$ cat config.mk
export PLATFORM = sky130hd
export DESIGN_NAME = icb2apb_bridge
export DESIGN_NICKNAME = d
export VERILOG_FILES = /design/src/rtl/icb2apb_bridge_pkg.sv /design/src/rtl/icb2apb_bridge.sv
export SDC_FILE = /design/constraint.sdc
export NUM_CORES = 1
export LEC_CHECK = 0
export BUFFER_PORTS_ARGS = -buffer_cell sky130_fd_sc_hd__buf_2
export CORE_MARGIN = 3
export CORE_UTILIZATION = 44
export CTS_CLUSTER_DIAMETER = 60
export CTS_CLUSTER_SIZE = 40
export DETAILED_ROUTE_END_ITERATION = 16
export PLACE_DENSITY = 0.79
export SKIP_CTS_REPAIR_TIMING = 1
export SYNTH_ARGS = -nofsm -noshare
export SYNTH_HDL_FRONTEND = slang
export SYNTH_SLANG_ARGS = --single-unit
$ cat constraint.sdc
create_clock -name clk -period 1.56 [get_ports clk]
set_clock_uncertainty 0.05 [all_clocks]
set_input_delay 0.078 -clock clk [delete_from_list [all_inputs] [get_ports clk]]
set_output_delay 0.078 -clock clk [all_outputs]
set_load 0.03 [all_outputs]
$ cat src/rtl/icb2apb_bridge_pkg.sv
// Shared types and constants for the ICB-to-APB bridge.
// State encodings are fixed so that waveforms and debug scripts can decode them.
package icb2apb_bridge_pkg;

    typedef enum logic [1:0] {
        ST_IDLE   = 2'd0,
        ST_SETUP  = 2'd1,
        ST_ACCESS = 2'd2,
        ST_RSP    = 2'd3
    } state_t;

    localparam logic [2:0] APB_PPROT_DEFAULT = 3'b000;

endpackage

$ cat src/rtl/icb2apb_bridge.sv
// Single-outstanding ICB slave to APB master bridge with optional PREADY timeout.
// Every output except i_icb_cmd_rdy comes from a register or a decode of the state register.
module icb2apb_bridge
    import icb2apb_bridge_pkg::*;
#(
    parameter int AW      = 32,
    parameter int DW      = 32,
    parameter int USR_W   = 1,
    parameter int TIMEOUT = 0,
    parameter int CNT_W   = 16
) (
    input  logic              clk,
    input  logic              rst,
    input  logic              i_icb_cmd_vld,
    output logic              i_icb_cmd_rdy,
    input  logic              i_icb_cmd_read,
    input  logic [AW-1:0]     i_icb_cmd_addr,
    input  logic [DW-1:0]     i_icb_cmd_wdata,
    input  logic [DW/8-1:0]   i_icb_cmd_wmask,
    input  logic [USR_W-1:0]  i_icb_cmd_usr,
    output logic              i_icb_rsp_vld,
    input  logic              i_icb_rsp_rdy,
    output logic              i_icb_rsp_err,
    output logic [DW-1:0]     i_icb_rsp_rdata,
    output logic [USR_W-1:0]  i_icb_rsp_usr,
    output logic              apb_psel,
    output logic              apb_penable,
    output logic              apb_pwrite,
    output logic [AW-1:0]     apb_paddr,
    output logic [DW-1:0]     apb_pwdata,
    output logic [DW/8-1:0]   apb_pstrb,
    output logic [2:0]        apb_pprot,
    input  logic              apb_pready,
    input  logic              apb_pslverr,
    input  logic [DW-1:0]     apb_prdata
);

    localparam logic [CNT_W-1:0] TIMEOUT_CNT = CNT_W'(TIMEOUT);
    localparam bit               TIMEOUT_EN  = (TIMEOUT != 0);

    state_t state, state_nxt;

    logic              hold_write;
    logic [AW-1:0]     hold_addr;
    logic [DW-1:0]     hold_wdata;
    logic [DW/8-1:0]   hold_wmask;
    logic [USR_W-1:0]  hold_usr;
    logic [CNT_W-1:0]  wait_cnt;
    logic              rsp_err_q;
    logic [DW-1:0]     rsp_rdata_q;

    logic cmd_hsk;
    logic access_timeout;

    assign cmd_hsk        = i_icb_cmd_vld & i_icb_cmd_rdy;
    // PREADY wins over the timeout when both land in the same cycle.
    assign access_timeout = TIMEOUT_EN && (wait_cnt == TIMEOUT_CNT) && !apb_pready;

    always_ff @(posedge clk) begin
        if (rst) begin
            state <= ST_IDLE;
        end else begin
            state <= state_nxt;
        end
    end

    always_comb begin
        state_nxt = state;
        case (state)
            ST_IDLE: begin
                if (i_icb_cmd_vld) begin
                    state_nxt = ST_SETUP;
                end
            end
            ST_SETUP: begin
                state_nxt = ST_ACCESS;
            end
            ST_ACCESS: begin
                if (apb_pready || access_timeout) begin
                    state_nxt = ST_RSP;
                end
            end
            ST_RSP: begin
                if (i_icb_rsp_rdy) begin
                    state_nxt = ST_IDLE;
                end
            end
            default: begin
                state_nxt = ST_IDLE;
            end
        endcase
    end

    always_comb begin
        i_icb_cmd_rdy = 1'b0;
        apb_psel      = 1'b0;
        apb_penable   = 1'b0;
        i_icb_rsp_vld = 1'b0;
        case (state)
            ST_IDLE:   i_icb_cmd_rdy = 1'b1;
            ST_SETUP:  apb_psel      = 1'b1;
            ST_ACCESS: begin
                apb_psel    = 1'b1;
                apb_penable = 1'b1;
            end
            ST_RSP:    i_icb_rsp_vld = 1'b1;
            default:   i_icb_cmd_rdy = 1'b0;
        endcase
    end

    // Command holding registers, wait counter and registered response
    always_ff @(posedge clk) begin
        if (rst) begin
            hold_write  <= 1'b0;
            hold_addr   <= '0;
            hold_wdata  <= '0;
            hold_wmask  <= '0;
            hold_usr    <= '0;
            wait_cnt    <= '0;
            rsp_err_q   <= 1'b0;
            rsp_rdata_q <= '0;
        end else begin
            if (cmd_hsk) begin
                hold_write <= ~i_icb_cmd_read;
                hold_addr  <= i_icb_cmd_addr;
                hold_wdata <= i_icb_cmd_wdata;
                hold_wmask <= i_icb_cmd_wmask;
                hold_usr   <= i_icb_cmd_usr;
                wait_cnt   <= '0;
            end
            if (state == ST_ACCESS) begin
                if (apb_pready) begin
                    rsp_err_q   <= apb_pslverr;
                    rsp_rdata_q <= (!hold_write && !apb_pslverr) ? apb_prdata : '0;
                end else if (access_timeout) begin
                    rsp_err_q   <= 1'b1;
                    rsp_rdata_q <= '0;
                end else begin
                    wait_cnt <= wait_cnt + CNT_W'(1);
                end
            end
        end
    end

    assign apb_pwrite      = hold_write;
    assign apb_paddr       = hold_addr;
    assign apb_pwdata      = hold_wdata;
    // Reads never carry strobes on APB.
    assign apb_pstrb       = hold_write ? hold_wmask : '0;
    assign apb_pprot       = APB_PPROT_DEFAULT;

    assign i_icb_rsp_err   = rsp_err_q;
    assign i_icb_rsp_rdata = rsp_rdata_q;
    assign i_icb_rsp_usr   = hold_usr;

endmodule

-- Yosys cells after proc, flatten, opt, wreduce, memory -nomap -nowiden
Cells that the tools add are included.
- eq/ne operators: 6
- mux-type cells: 10
- bitwise gates (word level): 2
- reductions and logical operators: 7
- operator list (kind ; number):
    $mux 32 ; 1
    $pmux 2 s4 ; 1
    $mux 2 ; 3
    $ne 2x2->1 const B ; 3
    $eq 2x2->1 const B ; 2
    $mux 1 ; 4
    $mux 4 ; 1
    $reduce_and 3->1 ; 1
    $eq 2x1->1 const B ; 1
    $logic_not 1->1 ; 2
    $logic_not 2->1 ; 1
    $reduce_and 2->1 ; 1
    $reduce_or 2->1 ; 1
    $and 1x1->1 ; 1
    $logic_and 1x1->1 ; 1
    $not 1->1 ; 1
- bits in registers: 105
- output and inout port bits: 110
- logic and storage cells: 33

-- Depth between registers and ports, before layout
Gate-level depths: netlist (run 1).
- depth in word-level cells: 3
- depth in mapped cells: 7
- gate-level depth less buffers: 5

-- Least setup slack after synthesis (run 1)
Ideal clock, no wire load.
- path kind: register -> register
- from: register state[0]
- to: register rsp_rdata_q[10], in the netlist i_icb_rsp_rdata[10]
- library setup time: 0.121 ns
- arrival: 1.443 ns
- data required time: 1.389 ns
- slack: -0.054 ns
- stages on the path, launching flop included: 7
- period minus slack after synthesis: 1.614 ns
- cells stage by stage: dfxtp_1 > inv_1 > ha_1 > nand2_1 > buf_2 > a22oi_2 > nor2_2
- cells in the longest elaborated chain, start to end: 2
- RTL lines (item ; line ; text):
    start, declared ; icb2apb_bridge.sv:41 ; state_t state, state_nxt;
    start signal, assigned ; icb2apb_bridge.sv:63 ; state <= state_nxt;
    $eq 2x2->1 ; icb2apb_bridge.sv:131 ; if (state == ST_ACCESS) begin
    $reduce_and 2->1 (no line) ; n/a ;
    end signal, assigned ; icb2apb_bridge.sv:134 ; rsp_rdata_q <= (!hold_write && !apb_pslverr) ? apb_prdata : '0;
    end, declared ; icb2apb_bridge.sv:50 ; logic [DW-1:0] rsp_rdata_q;
Every way passes these cells.
A chain may end at the register's enable or synchronous reset.

-- Worst setup path in the final report (run 1)
- from: register state[0]
- to: register rsp_rdata_q[0], in the netlist i_icb_rsp_rdata[0]
Same word-level chain as after synthesis.

==> load_flow_metrics.sql, run 1 <==
INSERT INTO impl_metrics (metric_group, metric, value, unit) VALUES
('critical_path', 'worst_setup_path_startpoint', 'state[0]$_SDFFE_PP0P_', ''),
('power', 'p_switching', '0.00330', 'W'),
('placement', 'half_perimeter_wire_length_of_the_detailed_placement_result', '7690', 'microns'),
('power', 'power_frac_seq', '38.8', '%'),
('die', 'floorplan_die_area', '10200', 'sq um'),
('clocking', 'clk_root_buffer_cell', 'clkbuf_8', ''),
('route', 'detail_route.wirelength', '13200', 'microns'),
('placement', 'port-buffer-count', '214', ''),
('cells_and_area', 'final_area', '6430', 'sq um'),
('synth', 'ys_types', '24', ''),
('placement', 'postPlaceCellArea', '5130', 'sq um'),
('die', 'starting_utilization_of_the_core_area', '46.7', '%'),
('critical_path', 'arrival_time_of_the_worst_setup_path', '1660', 'ps'),
('clocking', 'cts.reportedPaths.clkPinSlew', '90', 'ps'),
('power', 'switching_share', '38.7', '%'),
('clocking', 'tritoncts.num_buffers', '9', ''),
('timing', 'setup_viol', '0', ''),
('timing', 'fin_crit_sh', '95.1', '%'),
('worst_hold_path', 'holdPathEnd', 'i_icb_rsp_rdata[27]$_SDFFE_PP0P_', ''),
('grt', 'first_global_vias', '3650', ''),
('synth', 'synth_seq_cells', '105', ''),
('placement', 'place_congestion', '0.769', ''),
('power', 'vdd_drop_max', '0.879', 'mV'),
('job', 'drv.max_cap_violation_count', '0', ''),
('synth', 'synthesis.area', '3950', 'sq um'),
('placement', 'place_inst', '739', ''),
('critical_path', 'timing.setup.critical_path_class', 'register to register', ''),
('route', 'num_vias', '4291', ''),
('route', 'ant_nets', '0', ''),
('cells_and_area', 'area_delta_synth_final', '62.6', '%'),
('die', 'core_area', '8460', 'sq um'),
('outcome', 'run_status', 'finished, final reports clean', ''),
('critical_path', 'reg2reg_from', 'state[0]$_SDFFE_PP0P_', ''),
('route', 'avgRoutedWirePerCell', '15.4', 'microns'),
('clocking', 'max-clock-path-buffers', '2', ''),
('grt', 'grt_antenna_before_repair', '0', ''),
('clocking', 'clock_latency_reported_for_the_late_side_of_the_worst_skew_pair', '340', 'ps'),
('timing', 'finalMaxSlewViolations', '0', ''),
('timing', 'fin_setup_tns', '0', 'ps'),
('clocking', 'cts.sinks', '105', ''),
('cells_and_area', 'fin_cells', '859', ''),
('synth', 'post_synth_inst_count', '442', ''),
('grt', 'grt_start_max_net_pins', '45', ''),
('power', 'intPower', '0.00523', 'W'),
('die', 'fp.dieH', '101', 'microns'),
('critical_path', 'timing.critical_path.from_type', 'register', ''),
('critical_path', 'timing.rr.end', 'i_icb_rsp_rdata[0]$_SDFFE_PP0P_', ''),
('route', 'drt_iter0_drc', '189', ''),
('die', 'count_of_standard_cell_rows', '33', ''),
('cells_and_area', 'net_total_in_the_final_layout', '861', ''),
('critical_path', 'critical-path-top-delay-family', 'flip-flops', ''),
('timing', 'post-route-min-period', '1480', 'ps'),
('critical_path', 'cp_num_buf_inv', '2', ''),
('synth', 'synth-seq-area-share', '53.2', '%'),
('power', 'power.share.clock', '22.1', '%'),
('power', 'power_total', '0.00853', 'W'),
('worst_hold_path', 'startpoint_of_the_tightest_hold_check_path', 'rst', ''),
('critical_path', 'worst_setup_path_end_kind', 'register', ''),
('clocking', 'htree_num_levels', '3', ''),
('synth', 'synth.yosys.warnings', '0', ''),
('critical_path', 'worstPathMaxFanout', '26', ''),
('grt', 'grt_first_pass_wirelength', '16300', 'microns'),
('placement', 'preCtsSetupSlack', '78.7', 'ps'),
('grt', 'grt-ovfl-total', '0', ''),
('cells_and_area', 'final_cell_mix', 'buf_2 (213), nand2_1 (142), dfxtp_1 (104), dlygate4sd3_1 (104), a21oi_1 (70)', ''),
('critical_path', 'crit_path_top_delay_cell', 'dfxtp_2', ''),
('route', 'detail_route.drc_violations', '0', ''),
('timing', 'max_freq', '674', 'MHz'),
('route', 'dr_vias_cell', '5.00', ''),
('power', 'powerDensity', '1330', 'nW/um^2'),
('route', 'drt_pass1_iterations', '5', '');
[worst reg2reg max path, delay by kind of cell, from the launching register on]
family,cells,cell delay (ps)
and+or+nand+nor,2,310
DFF,1,360
AOI/OAI and AO/OA,1,170
buffers and inverters,2,250
adders and majority gates,1,220
[power by group through the flow]
stage	registers [W]	clock network, W	logic, W
2_1_floorplan	0.00403	0	0.00140
3_3_place_gp	0.00331	0	0.00292
3_5_place_dp	0.00334	0	0.00300
4_1_cts	0.00328	0.00192	0.00301
5_1_grt	0.00334	0.00202	0.00359
6_report	0.00330	0.00188	0.00334
[worst max-delay path by stage]
stage / endpoint / slack, ps
after floorplan: i_icb_rsp_rdata[10]$_SDFFE_PP0P_ / 80
after global placement: i_icb_rsp_rdata[31]$_SDFFE_PP0P_ / 150
after detailed placement: i_icb_rsp_rdata[31]$_SDFFE_PP0P_ / 80
after CTS: apb_pwdata[27]$_SDFFE_PP0P_ / 50
after global routing: i_icb_rsp_rdata[0]$_SDFFE_PP0P_ / -7
final: i_icb_rsp_rdata[0]$_SDFFE_PP0P_ / 80
[per-layer routing]
metal	global-route usage [%]	wire (microns)	vias to the layer above
li1	-	-	2051
met1	21.7	4970	1997
met2	34.4	6690	217
met3	7.89	1330	26
met4	6.74	243	0
met5	0	0	-
[metrics by stage]
step | hold WS [ps] | util, %
finish | 69.7 | 75.9
global route | 60.2 | 75.9
CTS | -157 | 63.3
detailed placement | 220 | 60.6
global placement | 214 | 60.6
floorplan | 124 | -
[Yosys cell counts, drive strengths merged]
cell type  count  area share [%]
a221oi         1            0.22
nand3          1            0.13
inv            5            0.47
ha             3            0.95
and2           5            0.79
clkbuf         6            0.57
nor2b          1            0.16
nand2        143              14
a22oi         32             9.9
or3            1            0.16
nor2          33             5.0
mux2i          1            0.25
conb           1           0.095
buf           31             4.9
dfxtp        105              53
a211oi         1            0.19
a21oi         70             8.9
and4bb         1            0.32
o211a          1            0.25
[cells by family after synthesis]
kind of cell | count (synthesis) | synth area share (%)
mux | 1 | 0.253
fa+ha+maj | 3 | 0.950
other cells | 1 | 0.0949
flops | 105 | 53.2
simple gates | 185 | 20.2
buf+inv | 42 | 5.95
compound gates | 105 | 19.4
[state kept, by name (all words and copies together), names as in the netlist]
signal and flops:
apb_pwrite 1, i_icb_rsp_usr 1, i_icb_rsp_rdata 32, apb_paddr 32
apb_pwdata 32, state 2, hold_wmask 4, i_icb_rsp_err 1
[final cells by class]
cell class,instances,area (sq um)
clock buffer,11,151
inverter,5,18.8
clock inverter,4,76.3
sequential,105,2100
multi-input combinational,297,1630
fill,539,2040
timing repair buffer,332,2310
tap,105,131
(Power assumes the default switching activity.)
==> run 2: changes to the inputs <==
--- a/config.mk
+++ b/config.mk
@@ -11,7 +11,7 @@
 export CTS_CLUSTER_DIAMETER = 60
 export CTS_CLUSTER_SIZE = 40
 export DETAILED_ROUTE_END_ITERATION = 16
-export PLACE_DENSITY = 0.79
+export PLACE_DENSITY = 0.81
 export SKIP_CTS_REPAIR_TIMING = 1
 export SYNTH_ARGS = -nofsm -noshare
 export SYNTH_HDL_FRONTEND = slang
==> load_flow_metrics.sql, run 2 (synthesized netlist as in run 1, its figures left out) <==
INSERT INTO impl_metrics (metric_group, metric, value, unit) VALUES
('outcome', 'run_status', 'finished with violations', ''),
('outcome', 'failing_checks', 'hold timing', ''),
('timing', 'fin_crit_sh', '95.0', '%'),
('grt', 'grt_start_max_net_pins', '54', ''),
('die', 'count_of_standard_cell_rows', '33', ''),
('cells_and_area', 'final_area', '6420', 'sq um'),
('grt', 'grt_first_pass_wirelength', '16600', 'microns'),
('die', 'fp.dieH', '101', 'microns'),
('cells_and_area', 'antennaDiodeCount', '0', ''),
('die', 'die_x', '101', 'microns'),
('clocking', 'tritoncts.num_buffers', '9', ''),
('worst_hold_path', 'worst_hold_path_type', 'input pin to register', ''),
('cells_and_area', 'area_delta_synth_final', '62.5', '%'),
('die', 'floorplan_die_area', '10200', 'sq um'),
('critical_path', 'ff2ff_setup_slack', '80', 'ps'),
('clocking', 'htree_num_levels', '3', ''),
('grt', 'grt-ovfl-total', '0', ''),
('power', 'power_total', '0.00865', 'W'),
('cells_and_area', 'mostFrequentLayoutCell', 'buf_2', ''),
('grt', 'global_route.usage.total', '20.5', '%'),
('critical_path', 'cp_data_required_time', '1800', 'ps'),
('clocking', 'clk_root_buffer_cell', 'clkbuf_8', ''),
('route', 'detail_route.drc_violations', '0', ''),
('job', 'drv.max_cap_violation_count', '0', ''),
('clocking', 'max-clock-path-buffers', '2', ''),
('timing', 'hold_slack', '-17.1', 'ps'),
('critical_path', 'arrival_time_of_the_worst_setup_path', '1720', 'ps'),
('route', 'avgRoutedWirePerCell', '16.0', 'microns'),
('die', 'starting_utilization_of_the_core_area', '46.7', '%'),
('placement', 'place_congestion', '0.786', ''),
('cells_and_area', 'final_core_util', '75.9', '%'),
('critical_path', 'timing.setup.critical_path_class', 'register to register', ''),
('power', 'standby_leakage_power', '2.96', 'nW'),
('clocking', 'cts.sinks', '105', ''),
('power', 'vdd_drop_max', '0.823', 'mV'),
('placement', 'half_perimeter_wire_length_of_the_detailed_placement_result', '7940', 'microns'),
('timing', 'max_freq', '675', 'MHz'),
('die', 'io_pins', '218', ''),
('timing', 'hold_viol_final', '1', ''),
('cells_and_area', 'net_total_in_the_final_layout', '856', ''),
('die', 'core_area', '8460', 'sq um'),
('critical_path', 'worst_setup_path_end_kind', 'register', ''),
('timing', 'fin_setup_tns', '0', 'ps'),
('critical_path', 'worstPathMaxFanout', '32', ''),
('timing', 'setup_viol', '0', ''),
('cells_and_area', 'drive_gt1_share', '40.7', '%'),
('route', 'dr_vias_cell', '5.06', ''),
('timing', 'finalMaxSlewViolations', '0', ''),
('placement', 'postPlaceCellArea', '5120', 'sq um'),
('clocking', 'clock_latency_reported_for_the_late_side_of_the_worst_skew_pair', '350', 'ps'),
('power', 'powerDensity', '1350', 'nW/um^2'),
('clocking', 'cts.reportedPaths.clkPinSlew', '90', 'ps'),
('clocking', 'cts_tree', 'done', ''),
('route', 'num_vias', '4327', ''),
('cells_and_area', 'final_cell_mix', 'buf_2 (213), nand2_1 (142), dfxtp_1 (104)', ''),
('timing', 'post-route-min-period', '1480', 'ps'),
('route', 'ant_nets', '0', ''),
('critical_path', 'timing.critical_path.from_type', 'register', ''),
('route', 'drt_iter0_drc', '166', ''),
('grt', 'grt_antenna_before_repair', '0', ''),
('grt', 'first_global_vias', '3533', ''),
('route', 'detail_route.wirelength', '13700', 'microns'),
('placement', 'port-buffer-count', '214', ''),
('route', 'drt_pass1_iterations', '4', '');
run 2: cell type report:
cell class | instances | area (sq um)
clock buffer | 11 | 131
clock inverter | 5 | 104
fill | 521 | 2040
inverter | 5 | 18.8
multi-input combinational | 297 | 1640
sequential | 105 | 2100
tap | 105 | 131
timing repair buffer | 327 | 2300
run 2: worst paths after layout:
path / from / end / cells past startpoint
max: state[1]$_SDFFE_PP0P_ / i_icb_rsp_rdata[17]$_SDFFE_PP0P_ / 5
min: apb_pready / i_icb_rsp_err$_SDFFE_PP0P_ / 3
min reg2reg: apb_paddr[28]$_SDFFE_PP0P_ / apb_paddr[28]$_SDFFE_PP0P_ / 2
max reg2reg: state[1]$_SDFFE_PP0P_ / i_icb_rsp_rdata[17]$_SDFFE_PP0P_ / 5
run 2: through the flow:
| step | setup slack, ps | instances |
|---|---|---|
| floorplan | 80.5 | 444 |
| global placement | 130 | 735 |
| detailed placement | 29.6 | 735 |
| CTS | 19.3 | 751 |
| global route | -7.41 | 855 |
| finish | 78.4 | 855 |
run 2: routing by layer:
metal | vias to the layer above | part of all wire, % | global-route usage, %
li1 | 2042 | - | -
met1 | 2015 | 37 | 23.4
met2 | 233 | 50 | 35.8
met3 | 37 | 10 | 6.78
met4 | 0 | 2.9 | 6.74
met5 | - | 0 | 0
run 2: power by group:
group	switching (W)	internal, W
Combinational	0.00219	0.00119
Sequential	0.000227	0.00308
Clock	0.000902	0.00107
run 2: worst max-delay path: stages (launching register included):
cell	delay, ps
dfxtp_1	400
ha_2	240
and4bb_2	260
buf_12	230
a22oi_2	100
nor2_2	120
==> run 3: changes to the inputs <==
--- a/config.mk
+++ b/config.mk
@@ -7,12 +7,11 @@
 export LEC_CHECK = 0
 export BUFFER_PORTS_ARGS = -buffer_cell sky130_fd_sc_hd__buf_2
 export CORE_MARGIN = 3
-export CORE_UTILIZATION = 44
+export CORE_UTILIZATION = 48
 export CTS_CLUSTER_DIAMETER = 60
 export CTS_CLUSTER_SIZE = 40
 export DETAILED_ROUTE_END_ITERATION = 16
-export PLACE_DENSITY = 0.81
-export SKIP_CTS_REPAIR_TIMING = 1
+export PLACE_DENSITY = 0.88
 export SYNTH_ARGS = -nofsm -noshare
 export SYNTH_HDL_FRONTEND = slang
 export SYNTH_SLANG_ARGS = --single-unit
==> constraint.sdc (replaced) <==
create_clock -name clk -period 1.9 [get_ports clk]
set_clock_uncertainty 0.05 [all_clocks]
set_input_delay 0.095 -clock clk [delete_from_list [all_inputs] [get_ports clk]]
set_output_delay 0.095 -clock clk [all_outputs]
set_load 0.03 [all_outputs]
==> load_flow_metrics.sql, run 3 (synthesized netlist as in run 1, its figures left out) <==
INSERT INTO impl_metrics (metric_group, metric, value, unit) VALUES
('grt', 'grt-ovfl-total', '0', ''),
('placement', 'half_perimeter_wire_length_of_the_detailed_placement_result', '7970', 'microns'),
('timing', 'timing.max_slew.rel_slack', '61.4', '%'),
('grt', 'grt_start_max_net_pins', '54', ''),
('grt', 'grt_antenna_before_repair', '0', ''),
('cells_and_area', 'net_total_in_the_final_layout', '855', ''),
('die', 'count_of_standard_cell_rows', '32', ''),
('die', 'die_x', '96.7', 'microns'),
('critical_path', 'crit_path_top_delay_cell', 'buf_4', ''),
('die', 'io_pins', '218', ''),
('outcome', 'run_status', 'finished, final reports clean', ''),
('grt', 'first_global_vias', '4561', ''),
('critical_path', 'worst_setup_path_end_kind', 'register', ''),
('die', 'fp.dieH', '96.7', 'microns'),
('timing', 'worst-slew-pin-transition', '579', 'ps'),
('critical_path', 'critical_path.max_stage_delay', '440', 'ps'),
('clocking', 'post_cts.resized_instances', '0', ''),
('placement', 'place_inst', '731', ''),
('clocking', 'clk_root_buffer_cell', 'clkbuf_8', ''),
('die', 'starting_utilization_of_the_core_area', '50.4', '%'),
('critical_path', 'timing.critical_path.from_type', 'register', ''),
('placement', 'port-buffer-count', '214', ''),
('timing', 'rsz0062_at_grt', 'false', ''),
('critical_path', 'timing.setup.critical_path_class', 'register to register', ''),
('cells_and_area', 'drive_gt1_share', '39.8', '%'),
('critical_path', 'arrival_time_of_the_worst_setup_path', '2010', 'ps'),
('timing', 'max_freq', '563', 'MHz'),
('clocking', 'clock_latency_reported_for_the_late_side_of_the_worst_skew_pair', '340', 'ps'),
('placement', 'preCtsSetupSlack', '270', 'ps'),
('clocking', 'cts.reportedPaths.clkPinSlew', '90', 'ps'),
('critical_path', 'cp_data_required_time', '2140', 'ps'),
('route', 'detail_route.wirelength', '14700', 'microns'),
('cells_and_area', 'fillerInstances', '457', ''),
('power', 'powerDensity', '1070', 'nW/um^2'),
('clocking', 'tritoncts.num_buffers', '9', ''),
('clocking', 'max-clock-path-buffers', '2', ''),
('clocking', 'htree_num_levels', '3', ''),
('cells_and_area', 'final_cell_mix', 'buf_2 (213), nand2_1 (142), dfxtp_1 (105)', ''),
('power', 'vdd_drop_max', '0.736', 'mV'),
('critical_path', 'worstPathMaxFanout', '32', ''),
('power', 'standby_leakage_power', '2.91', 'nW'),
('route', 'drt_pass1_iterations', '5', ''),
('timing', 'final.setup.worst_slack', '125', 'ps'),
('cells_and_area', 'mostFrequentLayoutCell', 'buf_2', ''),
('timing', 'finalMaxSlewViolations', '0', ''),
('die', 'floorplan_die_area', '9360', 'sq um'),
('timing', 'setup_viol', '0', ''),
('route', 'avgRoutedWirePerCell', '17.3', 'microns'),
('cells_and_area', 'area_delta_synth_final', '59.6', '%'),
('grt', 'grt_first_pass_wirelength', '23500', 'microns'),
('clocking', 'cts_tree', 'done', ''),
('critical_path', 'critical_path_cell_by_cell', 'inv_1, ha_1, and4bb_1, buf_4, a22oi_1, nor2_1', ''),
('route', 'detail_route.drc_violations', '0', ''),
('route', 'ant_nets', '0', ''),
('timing', 'hold_slack', '139', 'ps'),
('timing', 'fin_setup_tns', '0', 'ps'),
('timing', 'fin_crit_sh', '93.4', '%'),
('route', 'drt_iter0_drc', '215', ''),
('placement', 'place_congestion', '0.896', ''),
('route', 'dr_vias_cell', '5.14', ''),
('cells_and_area', 'fin_cells', '851', ''),
('timing', 'hold_viol_final', '0', ''),
('route', 'num_vias', '4376', ''),
('die', 'core_area', '7850', 'sq um'),
('job', 'drv.max_cap_violation_count', '0', ''),
('worst_hold_path', 'worst_hold_path_type', 'input pin to register', ''),
('timing', 'post-route-min-period', '1780', 'ps'),
('clocking', 'cts.sinks', '105', ''),
('grt', 'global_route.usage.total', '30.8', '%');
[run 3: repair_timing]
item | 4_1_cts | 5_1_grt
setup buffers | 0 | 0
hold buffers | 104 | 0
hold endpoints to repair | 103 | 0
setup endpoints to repair | 0 | 0
[run 3: stage by stage]
step | utilization (%) | total power [W] | instance area (sq um)
global placement | 64.6 | 0.00508 | 5070
global route | 80.4 | 0.00706 | 6310
detailed placement | 64.6 | 0.00516 | 5070
floorplan | - | 0.00444 | 3960
CTS | 80.4 | 0.00667 | 6310
finish | 80.4 | 0.00675 | 6310
[run 3: worst max-delay path, delay by kind of cell, from the launching register on]
kind                       cells  cell delay, ps
and+or+nand+nor                2             340
adders and majority gates      1             270
DFF                            1             350
AOI/OAI and AO/OA              1             150
buffers and inverters          2             550
[run 3: routing by layer]
metal	up-vias	track usage (%)	wire length, microns
met3	42	8.94	1300
met1	2044	33.9	5320
met4	0	12.6	509
met2	248	55.1	7580
met5	-	0	0
li1	2042	-	-
[run 3: worst paths after layout]
| path | to | depth (start not counted) | slack (ps) | startpoint |
|---|---|---|---|---|
| setup reg to reg | i_icb_rsp_rdata[31]$_SDFFE_PP0P_ | 6 | 120 | state[0]$_SDFFE_PP0P_ |
| setup / recovery | i_icb_rsp_rdata[31]$_SDFFE_PP0P_ | 6 | 120 | state[0]$_SDFFE_PP0P_ |
| hold / removal | state[1]$_SDFFE_PP0P_ | 4 | 140 | i_icb_cmd_vld |
| hold reg to reg | hold_wmask[3]$_SDFFE_PP0P_ | 2 | 410 | hold_wmask[3]$_SDFFE_PP0P_ |
[run 3: power breakdown]
group | leakage [nW] | internal [W] | switching [W]
combinational | 1.96 | 0.000876 | 0.00177
sequential | 0.857 | 0.00253 | 0.000204
clock | 0.0916 | 0.000642 | 0.000732
total | 2.91 | 0.00404 | 0.00270
[run 3: final cells by class]
cell class              instances  area [sq um]  share of cell area (%)
well taps                     102           128                    2.02
clock buffers                  11           141                    2.24
multi-input cells             297          1630                    25.8
clock inverters                 4          53.8                   0.853
diodes                          1          2.50                  0.0397
repair buffers                326          2240                    35.5
flip-flops and latches        105          2100                    33.3
inverters                       5          18.8                   0.297
